<file path="src/rtl/vga_ctrl_pkg.sv">
// Shared types and helpers for the VGA color sequencing path.
package vga_ctrl_pkg;

   localparam int unsigned COLOR_W = 3;
   localparam int unsigned SW_W    = 8;

   typedef enum logic [1:0] {
      AUTO,
      HOLD,
      PEND
   } state_t;

   // Index of the highest set bit; callers treat an all-zero input separately.
   function automatic logic [COLOR_W-1:0] hi_idx(input logic [SW_W-1:0] v);
      logic [COLOR_W-1:0] idx;
      idx = '0;
      for (int i = 0; i < SW_W; i++) begin
         if (v[i]) idx = COLOR_W'(i);
      end
      return idx;
   endfunction

endpackage

</file>
<file path="src/rtl/switch_debounce.sv">
// Two-flop synchronizer plus per-vector debounce for the board switches.
module switch_debounce #(
   parameter int unsigned WIDTH     = 8,
   parameter int unsigned DB_CYCLES = 16
) (
   input  logic             clk,
   input  logic             reset,
   input  logic [WIDTH-1:0] i_sw,
   output logic [WIDTH-1:0] o_db_val
);

   localparam int unsigned CNT_W = (DB_CYCLES > 1) ? $clog2(DB_CYCLES) : 1;

   logic [WIDTH-1:0] r_s1;
   logic [WIDTH-1:0] r_s2;
   logic [WIDTH-1:0] r_s2_q;
   logic [CNT_W-1:0] r_cnt;

   // r_s2_q lets a fresh change in s2 restart the stability count.
   always_ff @(posedge clk or negedge reset) begin
      if (!reset) begin
         r_s1     <= '0;
         r_s2     <= '0;
         r_s2_q   <= '0;
         r_cnt    <= '0;
         o_db_val <= '0;
      end else begin
         r_s1   <= i_sw;
         r_s2   <= r_s1;
         r_s2_q <= r_s2;
         if (r_s2 == o_db_val) begin
            r_cnt <= '0;
         end else if (r_s2 != r_s2_q) begin
            r_cnt <= '0;
         end else if (r_cnt == CNT_W'(DB_CYCLES - 1)) begin
            o_db_val <= r_s2;
            r_cnt    <= '0;
         end else begin
            r_cnt <= r_cnt + CNT_W'(1);
         end
      end
   end

endmodule

</file>
<file path="src/rtl/vga_color_ctrl.sv">
// Color select sequencer: debounced switches or auto-cycle, committed only at frame start.
module vga_color_ctrl
   import vga_ctrl_pkg::*;
#(
   parameter int unsigned DB_CYCLES   = 16,
   parameter int unsigned AUTO_FRAMES = 60
) (
   input  logic               clk,
   input  logic               reset,
   input  logic [SW_W-1:0]    switch,
   input  logic               frame_start,
   output logic [COLOR_W-1:0] rgb_sel,
   output logic               changed,
   output logic               auto_mode
);

   localparam int unsigned FCNT_W = (AUTO_FRAMES > 1) ? $clog2(AUTO_FRAMES) : 1;

   logic [SW_W-1:0]    w_db_val;
   logic [COLOR_W-1:0] w_code;
   state_t             r_state;
   logic [FCNT_W-1:0]  r_fcnt;

   switch_debounce #(
      .WIDTH     (SW_W),
      .DB_CYCLES (DB_CYCLES)
   ) u_debounce (
      .clk      (clk),
      .reset    (reset),
      .i_sw     (switch),
      .o_db_val (w_db_val)
   );

   assign w_code = hi_idx(w_db_val);

   // auto_mode is written alongside every state change so it tracks r_state exactly.
   always_ff @(posedge clk or negedge reset) begin
      if (!reset) begin
         r_state   <= AUTO;
         r_fcnt    <= '0;
         rgb_sel   <= '0;
         changed   <= 1'b0;
         auto_mode <= 1'b1;
      end else begin
         changed <= 1'b0;
         case (r_state)
            AUTO: begin
               if (w_db_val != '0) begin
                  r_state   <= PEND;
                  auto_mode <= 1'b0;
               end else if (frame_start) begin
                  if (r_fcnt == FCNT_W'(AUTO_FRAMES - 1)) begin
                     rgb_sel <= rgb_sel + COLOR_W'(1);
                     r_fcnt  <= '0;
                     changed <= 1'b1;
                  end else begin
                     r_fcnt <= r_fcnt + FCNT_W'(1);
                  end
               end
            end
            HOLD: begin
               if (w_db_val == '0) begin
                  r_state   <= AUTO;
                  r_fcnt    <= '0;
                  auto_mode <= 1'b1;
               end else if (w_code != rgb_sel) begin
                  r_state <= PEND;
               end
            end
            PEND: begin
               if (w_db_val == '0) begin
                  r_state   <= AUTO;
                  r_fcnt    <= '0;
                  auto_mode <= 1'b1;
               end else if (w_code == rgb_sel) begin
                  r_state <= HOLD;
               end else if (frame_start) begin
                  rgb_sel <= w_code;
                  r_state <= HOLD;
                  changed <= 1'b1;
               end
            end
            default: begin
               r_state   <= AUTO;
               auto_mode <= 1'b1;
            end
         endcase
      end
   end

endmodule

</file>
<file path="config.mk">
export PLATFORM = sky130hd
export DESIGN_NAME = vga_color_ctrl
export DESIGN_NICKNAME = d
export VERILOG_FILES = /design/src/rtl/vga_ctrl_pkg.sv /design/src/rtl/switch_debounce.sv /design/src/rtl/vga_color_ctrl.sv
export SDC_FILE = /design/constraint.sdc
export NUM_CORES = 1
export LEC_CHECK = 0
export CAP_MARGIN = 20
export CORE_MARGIN = 2
export CORE_UTILIZATION = 62
export CTS_CLUSTER_SIZE = 25
export DETAILED_ROUTE_END_ITERATION = 10
export GPL_ROUTABILITY_DRIVEN = 0
export PLACE_DENSITY = 0.84
export SLEW_MARGIN = 0
export SYNTH_ARGS = -nofsm -noshare
export SYNTH_HDL_FRONTEND = slang
export SYNTH_SLANG_ARGS = --single-unit
</file>
<file path="constraint.sdc">
create_clock -name clk -period 4.9 [get_ports clk]
set_input_delay 0.735 -clock clk [delete_from_list [all_inputs] [get_ports clk]]
set_output_delay 0.735 -clock clk [all_outputs]
set_load 0.01 [all_outputs]
</file>
After elaboration in Yosys (flattened, before gate mapping) --
Cells that the tools add are included.
Storage, ports and cells: word-level logic and storage cells 83, bits of input ports 11, output and inout port bits 5, register bits after elaboration 49
Cells by class: add/subtract/negate cells 3, reductions and logical operators 11, mux-type cells 39, bitwise operators 2, eq/ne operators 18
Operators by type and width (count):
- $mux 3 | 11
- $mux 6 | 4
- $mux 2 | 7
- $ne 2x2->1 const B | 7
- $mux 4 | 3
- $pmux 6 s2 | 1
- $mux 1 | 9
- $eq 8x8->1 | 1
- $logic_not 8->1 | 1
- $ne 8x8->1 | 1
- $reduce_bool 8->1 | 1
- $reduce_and 7->1 | 1
- $add 6x1->6 const B | 1
- $eq 6x6->1 const B | 1
- $pmux 2 s3 | 1
- $pmux 3 s2 | 1
- $reduce_and 3->1 | 2
- $add 4x1->4 const B | 1
- $eq 4x4->1 const B | 1
- $ne 4x4->1 const B | 1
- $pmux 1 s2 | 2
- $reduce_and 4->1 | 1
- $reduce_bool 2->1 | 2
- $add 3x1->3 const B | 1
- other kinds (10) | 11

Longest topological paths before layout --
depth in word-level cells 11, depth in mapped cells 9

By module --
A second synthesis with hierarchy kept.
Unflattened totals: cells, all modules 194, area total of the unflattened synthesis 2207.1 µm²
By module, submodules not included:
- switch_debounce | cells an instance 77, instances 1, area each 1261.2 µm², seq. area each 900.9 µm²
- vga_color_ctrl | cells an instance 117, instances 1, area each 945.9 µm², seq. area each 326.6 µm²

Least setup slack after synthesis --
Ideal clock, no wire load.
kind register to register, from reg r_state[0], to reg rgb_sel[0], data required time 4.775 ns, cell stages (with the launch flop) 8, clock period less this slack 2.110 ns, arrival time 1.985 ns, path buffers 0, library setup time 0.125 ns, setup slack 2.790 ns, path through dfrtp_1 > inv_1 > ha_1 > inv_1 > or3_2 > nor4b_4 > a31o_4 > mux2_4
Between the ends: longest elaborated chain between the ends 3, elaborated cells on any way between the ends 11, those cells by class eq/ne: 7; mux: 1; reduce/logical: 3
Ends and longest elaborated chain:
- start: declaration | RTL line vga_color_ctrl.sv:21 | state_t r_state;
- start signal: assignment | RTL line vga_color_ctrl.sv:39 | r_state <= AUTO;
- start signal: assignment | RTL line vga_color_ctrl.sv:49 | r_state <= PEND;
- start signal: assignment | RTL line vga_color_ctrl.sv:63 | r_state <= AUTO;
- $eq 2x2->1 / $logic_not 2->1 (equally long branches) | RTL line vga_color_ctrl.sv:46 | case (r_state)
- $ne 2x2->1 (no source line) / $reduce_bool 2->1 (equally long branches)
- $reduce_and 7->1 (no source line)
- end signal: assignment | RTL line vga_color_ctrl.sv:53 | rgb_sel <= rgb_sel + COLOR_W'(1);
- end signal: assignment | RTL line vga_color_ctrl.sv:78 | rgb_sel <= w_code;
- end: declaration | RTL line vga_color_ctrl.sv:12 | output logic [COLOR_W-1:0] rgb_sel,
Parallel ways exist; a longest one is shown, timed or not. A chain may end at the register's enable or synchronous reset.

Final worst setup path --
from reg r_state[0], to reg rgb_sel[1]
Same word-level chain as after synthesis.

==> impl_metrics.yaml <==
pwr:
  pwr_density_cell_mw_per_mm2: 324.9
  ir_drop_mv: 0.2460
  swShare: 0.2648
  pwr-share-clk: 0.300
  p_switching_w: 0.0002184
  p_int_w: 0.0006063
  leakagePower_nw: 1.096
  seqPwrFrac: 0.566
  pwr-share-comb: 0.134
drt:
  wl_per_cell_um: 16.25
  drc: 0
  num_vias: 1513
  antenna_left: 0
  routed_wl_um: 4080
  drtPass1Iterations: 4
  drt_iter0_drc: 166
  via_per_inst: 6.028
clocking:
  cts_root_buf: "clkbuf_4"
  ctsHoldBuffers: 0
  cts_tree: "yes"
  cts_resized: 0
  cts_setup_buffers: 0
  htreeDepth: 2
  clock_sinks: 49
  clock_path_buffers: 2
  numCtsBuffers: 5
  clkSlewWorstSetupHoldPaths_ns: 0.15
  clk_latency_ns: 0.37
yosys:
  synth-xor-area-share: 0.07031
  synth_compound_area_frac: 0.1183
  seq_area_frac_synth: 0.5474
  ys_seq_elements: 49
  yosys_warnings: 0
  synthSimpleGateAreaFrac: 0.1406
  async_reset_ff_frac: 1.000
  ys_types: 43
  postSynthAreaPerCell_um2: 12.25
  synthMuxAreaShare: 0.07254
  synth-edff-count: 0
  postSynthCellCount: 183
  synth_ff_type: "dfrtp_1"
  synth_nets: 201
  synth_top_family_by_area: "simple AND/OR/NAND/NOR gates"
  syn-cell-area_mm2: 0.002242
  synthAdderAreaFrac: 0.03906
finish:
  drive_gt1_frac: 0.1512
  nets: 222
  final_common_cell: "dfrtp_1"
  final_area_mm2: 0.002539
  area_delta_synth_final_pct: 13.23
  final_core_util: 0.7432
  antenna_cells: 0
  layout_common_cells: "dfrtp_1, clkdlybuf4s50_1, o21ai_0"
  fin_cells: 251
die:
  std_cell_rows: 21
  core-area_mm2: 0.003416
  die-height_um: 64.14
  die_x_um: 64.14
  die-area_mm2: 0.004113
  ios: 16
  initial_core_util: 0.6564
critical_path:
  startpoint_type: "register"
  end_kind: "register"
  cpPeakStageDelay_ns: 0.54
  required_ns: 5.18
  cp_slowest_cell: "or3_2"
  cp_cell_sequence: "inv_1 > ha_1 > inv_1 > or3_2 > nor4b_4 > a31o_4 > mux2_4"
  cp.arrival_ns: 2.64
  crit_type: "register to register"
  cp_max_fo: 7
  critPathMostFrequentCell: "inv_1"
timing:
  clock_skew_ns: 0.008782
  holdWs_ns: 0.2051
  finalSetupViolCount: 0
  timing.fmax_mhz: 422.3
  period_share: 0.4833
  fin_tns_setup_ns: 0
  report.final.hold_viol_count: 0
  slew_violations: 0
  worst_pin_slew_ns: 0.6509
  slew_headroom: 0.5645
  rsz0062_at_grt: "false"
  post-route-min-period_ns: 2.368
grt:
  grt_pass1_vias: 1476
  grt_max_degree: 50
  grt_pass1_wl_um: 7148
  overflow: 0
  antenna_found_initial: 0
  grt_util_all_layers: 0.2304
place:
  dp_cells: 242
  port_buffers: 15
  post-dp-hpwl_um: 2872
  postPlaceCellArea_mm2: 0.002434
hold_path:
  hold_class: "input pin to asynchronous set/reset pin"
outcome:
  status: "finished, final reports clean"
flow_run:
  cap_violations: 0
==> layout make-up <==
| cell class | count | area [µm²] |
|---|---|---|
| Clock buffer | 5 | 37.54 |
| Timing Repair Buffer | 16 | 165.2 |
| Sequential cell | 49 | 1227 |
| Inverter | 4 | 15.01 |
| Fill cell | 247 | 877.1 |
| Clock inverter | 3 | 47.55 |
| Tap cell | 46 | 57.56 |
| Multi-Input combinational cell | 128 | 988.4 |
==> power groups by stage <==
| stage | sequential [W] | clock (W) | combinational (W) |
|---|---|---|---|
| global placement | 0.000472 | 0 | 0.000103 |
| floorplan | 0.000468 | 0 | 0.0000715 |
| finish | 0.000467 | 0.000247 | 0.000111 |
| detailed placement | 0.000474 | 0 | 0.000110 |
| CTS | 0.000467 | 0.000252 | 0.000110 |
| global route | 0.000474 | 0.000274 | 0.000124 |
==> flip-flops by register name, indices dropped and copies added (netlist names) <==
signal               cells
auto_mode                1
changed                  1
r_fcnt                   6
r_state                  2
rgb_sel                  3
u_debounce.o_db_val      8
u_debounce.r_cnt         4
u_debounce.r_s1          8
u_debounce.r_s2          8
u_debounce.r_s2_q        8
==> logic make-up after synthesis <==
family | after synthesis
multiplexers | 14
adder cells (fa/ha/maj) | 7
flip-flops | 49
AO/OA/AOI/OAI | 34
buffers and inverters | 6
AND/OR/NAND/NOR | 55
XOR/XNOR | 18
==> synthesized netlist by cell type, drive strengths merged, types with 2 or more instances <==
library cell   n  area share
dfrtp         48        0.54
o21ai         13       0.029
mux2          12       0.064
nor2          12       0.020
xnor2          9       0.035
xor2           9       0.035
nand2          8       0.013
ha             7       0.039
a21oi          5       0.011
nand3          5       0.011
nor4           5       0.014
inv            4      0.0067
nand2b         4       0.011
nand4          4       0.011
nor3           4      0.0089
o41ai          4       0.016
or3            3       0.011
a31oi          2      0.0056
and2           2      0.0061
mux2i          2      0.0089
nor2b          2      0.0056
nor3b          2      0.0067
o211ai         2      0.0089
==> worst max-delay path: cells and delay by family, from the launching register on <==
kind	cells	cell delay (ns)
AO/OA/AOI/OAI	1	0.16
multiplexers	1	0.30
buffers and inverters	2	0.26
flip-flops	1	0.45
adder cells (fa/ha/maj)	1	0.27
AND/OR/NAND/NOR	2	0.83
==> per-stage QoR <==
stage	setup WS, ns	total power (W)
2_1_floorplan	2.790	0.0005397
3_3_place_gp	2.657	0.0005753
3_5_place_dp	2.571	0.0005839
4_1_cts	2.544	0.0008279
5_1_grt	2.369	0.0008723
6_report	2.532	0.0008248
==> path summary, 6_finish.rpt <==
path                       slack, ns  cells after the start          startpoint             endpoint
max                             2.53                      7          r_state[0]           rgb_sel[1]
min                             0.21                      1               reset  u_debounce.r_cnt[0]
max reg2reg                     2.53                      7          r_state[0]           rgb_sel[1]
min reg2reg                     0.37                      0  u_debounce.r_s1[7]   u_debounce.r_s2[7]
max in group asynchronous       4.15                      2               reset            auto_mode
min in group clk                0.37                      0  u_debounce.r_s1[7]   u_debounce.r_s2[7]
==> metal layers <==
metal,part of all wire,global-route usage,vias to the layer above,routed length [µm]
met2,0.51,0.3737,52,2090
met3,0.044,0.05986,9,181
met5,0,0,-,0
met4,0.019,0.08245,0,78
li1,-,-,710,-
met1,0.42,0.3011,742,1729
No activity file was read; power rests on OpenSTA's default activity.
